[config.mk]
export PLATFORM = sky130hd
export DESIGN_NAME = sonar_drive_sched
export DESIGN_NICKNAME = d
export VERILOG_FILES = /design/src/rtl/sonar_drive_sched.sv
export SDC_FILE = /design/constraint.sdc
export NUM_CORES = 1
export LEC_CHECK = 0
export ABC_AREA = 1
export CORE_ASPECT_RATIO = 1.2
export CORE_MARGIN = 2
export CORE_UTILIZATION = 57
export CTS_BUF_LIST = sky130_fd_sc_hd__clkbuf_4 sky130_fd_sc_hd__clkbuf_8
export DETAILED_ROUTE_END_ITERATION = 10
export PLACE_DENSITY = 0.89
export REMOVE_ABC_BUFFERS = 1
export SETUP_SLACK_MARGIN = 0.15
export SYNTH_ARGS = -nofsm -noshare
export SYNTH_HDL_FRONTEND = slang
export SYNTH_SLANG_ARGS = --single-unit
[constraint.sdc]
create_clock -name clk0 -period 2.15 [get_ports clk0]
set_input_delay 0.215 -clock clk0 [delete_from_list [all_inputs] [get_ports clk0]]
set_output_delay 0.215 -clock clk0 [all_outputs]
set_load 0.005 [all_outputs]
[src/rtl/sonar_drive_sched.sv]
// sonar_drive_sched
//   Ultrasonic ranging scheduler plus drive-mode sequencer.
//   The sonar side fires a trigger pulse every PERIOD_CYCLES, measures the
//   echo width and flags obstacles closer than NEAR_CYCLES.  The drive side
//   follows key commands and performs a timed left turn when a near obstacle
//   is reported while driving forward.
//
// Ports
//   clk0        : sole clock, rising edge
//   rst         : synchronous active-high reset
//   echo        : asynchronous echo input from the ranging sensor
//   key[3:0]    : active-low keys (1110 right, 1101 fwd, 1011 left, 0111 stop)
//   trig        : trigger pulse to the sensor
//   mode[1:0]   : motor mode (00 stop, 01 fwd, 10 left, 11 right)
//   meas_cycles : last completed echo width in clk0 cycles
//   meas_valid  : one-cycle pulse when meas_cycles updates
//   near        : meas_cycles <= NEAR_CYCLES for the last valid measurement
//   timeout_err : one-cycle pulse when a measurement times out
module sonar_drive_sched #(
    parameter int unsigned TRIG_CYCLES    = 500,
    parameter int unsigned PERIOD_CYCLES  = 3000000,
    parameter int unsigned TIMEOUT_CYCLES = 1500000,
    parameter int unsigned NEAR_CYCLES    = 44117,
    parameter int unsigned TURN_CYCLES    = 25000000
) (
    input  logic        clk0,
    input  logic        rst,
    input  logic        echo,
    input  logic [3:0]  key,
    output logic        trig,
    output logic [1:0]  mode,
    output logic [21:0] meas_cycles,
    output logic        meas_valid,
    output logic        near,
    output logic        timeout_err
);

    // ------------------------------------------------------------------
    // Input synchronizers: bit 4 is echo, bits 3:0 are the keys.
    // ------------------------------------------------------------------
    logic [4:0] async_in;
    logic [4:0] sync1_reg;
    logic [4:0] sync2_reg;

    assign async_in = {echo, key};

    genvar gi;
    generate
        for (gi = 0; gi < 5; gi++) begin : g_sync
            always_ff @(posedge clk0) begin
                if (rst) begin
                    sync1_reg[gi] <= 1'b0;
                    sync2_reg[gi] <= 1'b0;
                end else begin
                    sync1_reg[gi] <= async_in[gi];
                    sync2_reg[gi] <= sync1_reg[gi];
                end
            end
        end
    endgenerate

    logic       echo_s;
    logic [3:0] key_s;
    logic       echo_prev_reg;
    logic [3:0] key_prev_reg;
    logic       echo_rise;

    assign echo_s    = sync2_reg[4];
    assign key_s     = sync2_reg[3:0];
    assign echo_rise = echo_s & ~echo_prev_reg;

    // ------------------------------------------------------------------
    // Sonar FSM
    // ------------------------------------------------------------------
    typedef enum logic [2:0] {
        S_IDLE,
        S_TRIG,
        S_WAIT_RISE,
        S_MEASURE,
        S_DONE
    } sonar_state_t;

    sonar_state_t sonar_state_reg, sonar_state_next;
    logic [31:0]  period_cnt_reg, period_cnt_next;
    // Shared by TRIG (pulse width) and WAIT_RISE (rise timeout); the two
    // states never overlap so one counter is enough.
    logic [31:0]  phase_cnt_reg, phase_cnt_next;
    logic [21:0]  width_reg, width_next;
    logic [21:0]  width_inc;
    // Set by reset so the first trigger fires on the first edge after
    // release instead of waiting a full period.
    logic         kick_reg, kick_next;
    logic         done_pulse;
    logic         timeout_pulse;

    assign width_inc = (width_reg == 22'h3F_FFFF) ? width_reg : width_reg + 22'd1;

    always_comb begin
        sonar_state_next = sonar_state_reg;
        period_cnt_next  = (period_cnt_reg >= PERIOD_CYCLES - 1) ? period_cnt_reg
                                                                 : period_cnt_reg + 32'd1;
        phase_cnt_next   = phase_cnt_reg;
        width_next       = width_reg;
        kick_next        = kick_reg;
        done_pulse       = 1'b0;
        timeout_pulse    = 1'b0;

        case (sonar_state_reg)
            S_IDLE: begin
                if (kick_reg || (period_cnt_reg >= PERIOD_CYCLES - 1)) begin
                    sonar_state_next = S_TRIG;
                    period_cnt_next  = 32'd0;
                    phase_cnt_next   = 32'd0;
                    kick_next        = 1'b0;
                end
            end
            S_TRIG: begin
                if (phase_cnt_reg >= TRIG_CYCLES - 1) begin
                    sonar_state_next = S_WAIT_RISE;
                    phase_cnt_next   = 32'd0;
                end else begin
                    phase_cnt_next = phase_cnt_reg + 32'd1;
                end
            end
            S_WAIT_RISE: begin
                if (echo_rise) begin
                    // The rise cycle itself is the first high cycle.
                    sonar_state_next = S_MEASURE;
                    width_next       = 22'd1;
                end else if (phase_cnt_reg >= TIMEOUT_CYCLES - 1) begin
                    sonar_state_next = S_IDLE;
                    timeout_pulse    = 1'b1;
                end else begin
                    phase_cnt_next = phase_cnt_reg + 32'd1;
                end
            end
            S_MEASURE: begin
                if (!echo_s) begin
                    sonar_state_next = S_DONE;
                end else begin
                    width_next = width_inc;
                    if ({10'd0, width_inc} >= TIMEOUT_CYCLES) begin
                        sonar_state_next = S_IDLE;
                        timeout_pulse    = 1'b1;
                    end
                end
            end
            S_DONE: begin
                done_pulse       = 1'b1;
                sonar_state_next = S_IDLE;
            end
            default: begin
                sonar_state_next = S_IDLE;
            end
        endcase
    end

    logic [21:0] meas_cycles_reg;
    logic        meas_valid_reg;
    logic        near_reg;
    logic        timeout_err_reg;

    always_ff @(posedge clk0) begin
        if (rst) begin
            sonar_state_reg <= S_IDLE;
            period_cnt_reg  <= 32'd0;
            phase_cnt_reg   <= 32'd0;
            width_reg       <= 22'd0;
            kick_reg        <= 1'b1;
            echo_prev_reg   <= 1'b0;
            meas_cycles_reg <= 22'd0;
            meas_valid_reg  <= 1'b0;
            near_reg        <= 1'b0;
            timeout_err_reg <= 1'b0;
        end else begin
            sonar_state_reg <= sonar_state_next;
            period_cnt_reg  <= period_cnt_next;
            phase_cnt_reg   <= phase_cnt_next;
            width_reg       <= width_next;
            kick_reg        <= kick_next;
            echo_prev_reg   <= echo_s;
            meas_valid_reg  <= done_pulse;
            timeout_err_reg <= timeout_pulse;
            if (done_pulse) begin
                meas_cycles_reg <= width_reg;
                near_reg        <= ({10'd0, width_reg} <= NEAR_CYCLES);
            end
        end
    end

    assign trig        = (sonar_state_reg == S_TRIG);
    assign meas_cycles = meas_cycles_reg;
    assign meas_valid  = meas_valid_reg;
    assign near        = near_reg;
    assign timeout_err = timeout_err_reg;

    // ------------------------------------------------------------------
    // Drive FSM
    // ------------------------------------------------------------------
    typedef enum logic [2:0] {
        D_STOP,
        D_FWD,
        D_LEFT,
        D_RIGHT,
        D_AVOID
    } drive_state_t;

    drive_state_t drive_state_reg, drive_state_next;
    logic [31:0]  turn_cnt_reg, turn_cnt_next;
    logic         key_valid;
    logic         key_cmd;

    assign key_valid = (key_s == 4'b1110) || (key_s == 4'b1101) ||
                       (key_s == 4'b1011) || (key_s == 4'b0111);
    // Edge-qualified so a held key issues one command only.
    assign key_cmd   = key_valid && (key_s != key_prev_reg);

    always_comb begin
        drive_state_next = drive_state_reg;
        turn_cnt_next    = turn_cnt_reg;

        if (key_cmd) begin
            // Key commands take priority over any obstacle decision.
            case (key_s)
                4'b1110: drive_state_next = D_RIGHT;
                4'b1101: drive_state_next = D_FWD;
                4'b1011: drive_state_next = D_LEFT;
                default: drive_state_next = D_STOP;
            endcase
        end else begin
            case (drive_state_reg)
                D_FWD: begin
                    // Timeouts never raise meas_valid, so they count as clear.
                    if (meas_valid_reg && near_reg) begin
                        drive_state_next = D_AVOID;
                        turn_cnt_next    = TURN_CYCLES;
                    end
                end
                D_AVOID: begin
                    // Leave on the cycle the decremented timer reaches zero,
                    // giving exactly TURN_CYCLES cycles of turning.
                    if (turn_cnt_reg != 32'd0) begin
                        turn_cnt_next = turn_cnt_reg - 32'd1;
                    end
                    if (turn_cnt_reg <= 32'd1) begin
                        drive_state_next = D_FWD;
                    end
                end
                default: begin
                end
            endcase
        end
    end

    always_ff @(posedge clk0) begin
        if (rst) begin
            drive_state_reg <= D_STOP;
            turn_cnt_reg    <= 32'd0;
            key_prev_reg    <= 4'd0;
        end else begin
            drive_state_reg <= drive_state_next;
            turn_cnt_reg    <= turn_cnt_next;
            key_prev_reg    <= key_s;
        end
    end

    always_comb begin
        mode = 2'b00;
        case (drive_state_reg)
            D_FWD:   mode = 2'b01;
            D_LEFT:  mode = 2'b10;
            D_RIGHT: mode = 2'b11;
            D_AVOID: mode = 2'b10;
            default: mode = 2'b00;
        endcase
    end

endmodule
==> metrics.txt <==
# TYPE chip_impl_metric gauge
chip_impl_metric{name="synthDistinctLibCells",unit=""} 45
chip_impl_metric{name="number_of_synthesized_flops_with_an_enable_pin",unit=""} 0
chip_impl_metric{name="cp_data_required_time",unit="ns"} 2.56
chip_impl_metric{name="cts-buffers-inserted",unit=""} 17
chip_impl_metric{name="initial_utilization",unit=""} 0.583
chip_impl_metric{name="postRouteAntennaNets",unit=""} 0
chip_impl_metric{name="cts_htree_levels",unit=""} 4
chip_impl_metric{name="drive_gt1_frac",unit=""} 0.237
chip_impl_metric{name="max_cap_violations",unit=""} 0
chip_impl_metric{name="power.share.clock",unit=""} 0.240
chip_impl_info{name="crit_path_cell_trace",value="buf_4 -> nand2_1 -> nor2_1 -> nand2_1 -> nor2_1 -> nand3_1 -> nand2_1 -> nand2_2 -> nand2_2 -> nor2_4 -> nand2_1 -> nand2_1 -> nor2_2 -> nand3_2 -> nand3_2 -> nand2_1 -> nor2_1"} 1
chip_impl_info{name="clock_tree_from_tritoncts",value="built"} 1
chip_impl_metric{name="synth_area",unit="um^2"} 8720
chip_impl_metric{name="placement.io_buffers",unit=""} 34
chip_impl_metric{name="fp.coreArea",unit="um^2"} 15000
chip_impl_metric{name="yosysSeqAreaShare",unit=""} 0.379
chip_impl_metric{name="first_pass_grt_wire_length",unit="um"} 38400
chip_impl_metric{name="power.total",unit="mW"} 8.49
chip_impl_metric{name="tritoncts_num_sinks",unit=""} 165
chip_impl_info{name="cp-end-kind",value="register"} 1
chip_impl_info{name="result_of_the_run",value="finished, violations left"} 1
chip_impl_metric{name="drc",unit=""} 0
chip_impl_metric{name="fin_skew",unit="ns"} 0.0166
chip_impl_metric{name="worst_path_largest_cell_delay",unit="ns"} 0.42
chip_impl_metric{name="layout_min_cycle_time",unit="ns"} 2.26
chip_impl_metric{name="route.vias.total",unit=""} 9610
chip_impl_metric{name="totalNegativeSetupSlack",unit="ns"} -1.92
chip_impl_metric{name="antenna_violations_before_repair",unit=""} 0
chip_impl_info{name="violations",value="negative setup slack"} 1
chip_impl_metric{name="postLayoutCellArea",unit="um^2"} 11100
chip_impl_metric{name="placed_cells_incl_taps",unit=""} 1566
chip_impl_metric{name="placement_rows",unit=""} 49
chip_impl_info{name="hp-class",value="in2reg"} 1
chip_impl_metric{name="swShare",unit=""} 0.377
chip_impl_metric{name="pin_count",unit=""} 35
chip_impl_metric{name="internal-power",unit="mW"} 5.29
chip_impl_metric{name="routedWlPerCell",unit="um"} 16.3
chip_impl_metric{name="die_w",unit="um"} 117
chip_impl_metric{name="dieArea",unit="um^2"} 16300
chip_impl_metric{name="pin_count_of_the_biggest_net_entering_global_routing",unit=""} 64
chip_impl_metric{name="hold-worst-slack",unit="ns"} 0.0522
chip_impl_metric{name="dp_worst_setup_slack",unit="ns"} -0.0337
chip_impl_metric{name="netlist.area_leader.share",unit=""} 0.379
chip_impl_info{name="critical_path_slowest_stage_cell",value="dfxtp_2"} 1
chip_impl_metric{name="report.final.slew_viol_count",unit=""} 0
chip_impl_metric{name="net-switching-power",unit="mW"} 3.20
chip_impl_info{name="rsz0062_at_grt",value="yes"} 1
chip_impl_metric{name="ctsLongestPathBuffers",unit=""} 2
chip_impl_metric{name="worst-endpoint-arrival",unit="ns"} 2.68
chip_impl_metric{name="tightest_slew",unit="ns"} 0.436
chip_impl_metric{name="die_y",unit="um"} 140
chip_impl_info{name="clock-root-buffer",value="clkbuf_8"} 1
chip_impl_metric{name="syn-mean-instance-area",unit="um^2"} 6.66
chip_impl_metric{name="postSynthRegisterBits",unit=""} 165
chip_impl_metric{name="seq_power_share",unit=""} 0.399
chip_impl_metric{name="first_drt_iteration_drcs",unit=""} 1249
chip_impl_info{name="path_class",value="reg2reg"} 1
chip_impl_info{name="post-synth-top-area-cell",value="dfxtp_1"} 1
chip_impl_metric{name="peakVddDrop",unit="V"} 0.000458
chip_impl_metric{name="syn_inst",unit=""} 1310
chip_impl_metric{name="layout_worst_path_cycle_share",unit=""} 1.05
chip_impl_metric{name="detailed_router_iteration_count_before_antenna_repair",unit=""} 6
chip_impl_info{name="synth_top_flop_cell",value="dfxtp_1"} 1
chip_impl_info{name="ys_top_cells_by_area",value="dfxtp_1 38%, nand2_1 13%, nor2_1 9.9%"} 1
chip_impl_metric{name="clk_pin_slew",unit="ns"} 0.09
chip_impl_info{name="critPathMostFrequentCell",value="nand2_1"} 1
chip_impl_metric{name="grtUsageTotal",unit=""} 0.289
chip_impl_metric{name="area_growth_syn_to_fin",unit="%"} 27.2
chip_impl_metric{name="n_fill_cell",unit=""} 985
chip_impl_metric{name="gp_congestion",unit=""} 0.990
chip_impl_metric{name="wirelength",unit="um"} 26800
chip_impl_metric{name="timing.slew.headroom",unit=""} 0.709
chip_impl_metric{name="final_core_utilization",unit=""} 0.742
chip_impl_metric{name="routed_via_density",unit=""} 5.86
chip_impl_metric{name="post_cts_hold_fix_bufs",unit=""} 0
chip_impl_info{name="critical_path_source_type",value="register"} 1
chip_impl_metric{name="detailedPlacementHpwl",unit="um"} 15400
chip_impl_metric{name="worst_skew_pair.late_latency",unit="ns"} 0.48
chip_impl_metric{name="critical_path_peak_fanout",unit=""} 6
chip_impl_metric{name="finish.net_count",unit=""} 1439
chip_impl_metric{name="postLayoutSetupSlackWorst",unit="ns"} -0.113
chip_impl_metric{name="finalHoldViolCount",unit=""} 0
chip_impl_metric{name="power.density",unit="nW/um^2"} 765
chip_impl_metric{name="ys.warnings.count",unit=""} 0
chip_impl_metric{name="cellLeakagePower",unit="nW"} 4.55
chip_impl_metric{name="placed_cell_area",unit="um^2"} 9610
chip_impl_metric{name="antennaDiodeCount",unit=""} 0
chip_impl_metric{name="gr-total-overflow",unit=""} 0
chip_impl_info{name="synth.most_common_cell",value="nand2_1"} 1
chip_impl_metric{name="combinationalPowerShare",unit=""} 0.362
chip_impl_metric{name="minimum_setup_slack_among_reg_to_reg_paths",unit="ns"} -0.11
chip_impl_info{name="synth.cells.most_frequent",value="298 x nand2_1, 229 x nor2_1, 165 x dfxtp_1, 122 x inv_1, 99 x a21oi_1"} 1
chip_impl_metric{name="via_count_of_the_first_global_routing_pass",unit=""} 8607
chip_impl_metric{name="fmaxAchievable",unit="MHz"} 442
chip_impl_metric{name="report.final.setup_viol",unit=""} 34
chip_impl_metric{name="final-instance-count-excl-fill",unit=""} 1640
chip_impl_metric{name="ys_async_sr_fraction",unit=""} 0
## routing by layer
metal	vias to the layer above	wire [um]	track usage
met5	-	0	0
met1	4350	10100	0.348
met4	0	1670	0.147
li1	4474	-	-
met3	193	1800	0.0527
met2	593	13300	0.485
## final timing paths
kind,startpoint,to,cells past startpoint
worst min register to register,sync1_reg[1],key_s[1],2
worst max register to register,width_reg[2],sonar_state_reg[0],17
worst max-delay path,width_reg[2],sonar_state_reg[0],17
worst min-delay path,rst,phase_cnt_reg[9],2
## cells in the final DEF, fill, tap and decap left out, types with 24 or more instances in the layout
| cell | netlist | final |
|---|---|---|
| a21oi_1 | 99 | 87 |
| nor2_1 | 229 | 203 |
| nand2_2 | 11 | 47 |
| nor3_1 | 31 | 28 |
| buf_4 | 1 | 86 |
| inv_1 | 122 | 116 |
| dfxtp_1 | 165 | 135 |
| o21ai_0 | 51 | 44 |
| nand2_1 | 298 | 248 |
| nand3_1 | 67 | 59 |
| clkdlybuf4s50_1 | 0 | 31 |
| nor2_4 | 5 | 24 |
| xor2_1 | 41 | 41 |
| nand4_1 | 42 | 42 |
## kinds of logic (layout without fill, tap and decap cells)
kind of cell | Yosys count | count (layout) | share of synthesized area
buffers and inverters | 171 | 297 | 0.0769
DFF | 165 | 165 | 0.379
adders and majority gates | 7 | 7 | 0.0100
and+or+nand+nor | 732 | 732 | 0.368
xor gates and xnor gates | 55 | 55 | 0.0552
AOI/OAI and AO/OA | 180 | 180 | 0.111
## final cells by class
class	count	area, um^2	share of cell area
Clock buffer	19	262	0.0236
Clock inverter	11	81.3	0.00733
Inverter	129	493	0.0444
Multi-Input combinational cell	974	5380	0.485
Sequential cell	165	3370	0.304
Tap cell	204	255	0.0230
Timing Repair Buffer	138	1260	0.113
## worst max-delay path, delay by kind of cell, from the launching register on
family                 cells  cell delay (ns)
buffers and inverters      1             0.17
DFF                        1             0.42
and+or+nand+nor           16             1.60
## repair_timing
| item | 4_1_cts | 5_1_grt |
|---|---|---|
| pin swaps | 20 | 53 |
| resized for setup | 82 | 163 |
| hold endpoints to repair | 0 | 0 |
| setup buffers | 27 | 13 |
| setup endpoints to repair | 71 | 88 |
| gates cloned | 1 | 3 |
## power by group through the flow
stage	Clock [mW]	Combinational, mW	Sequential (mW)
6_report	2.04	3.07	3.38
5_1_grt	2.17	3.25	3.39
4_1_cts	2.03	2.42	3.35
3_5_place_dp	0	2.04	3.41
3_3_place_gp	0	1.99	3.40
2_1_floorplan	0	1.32	3.40
Power figures use the tool's default switching activity.
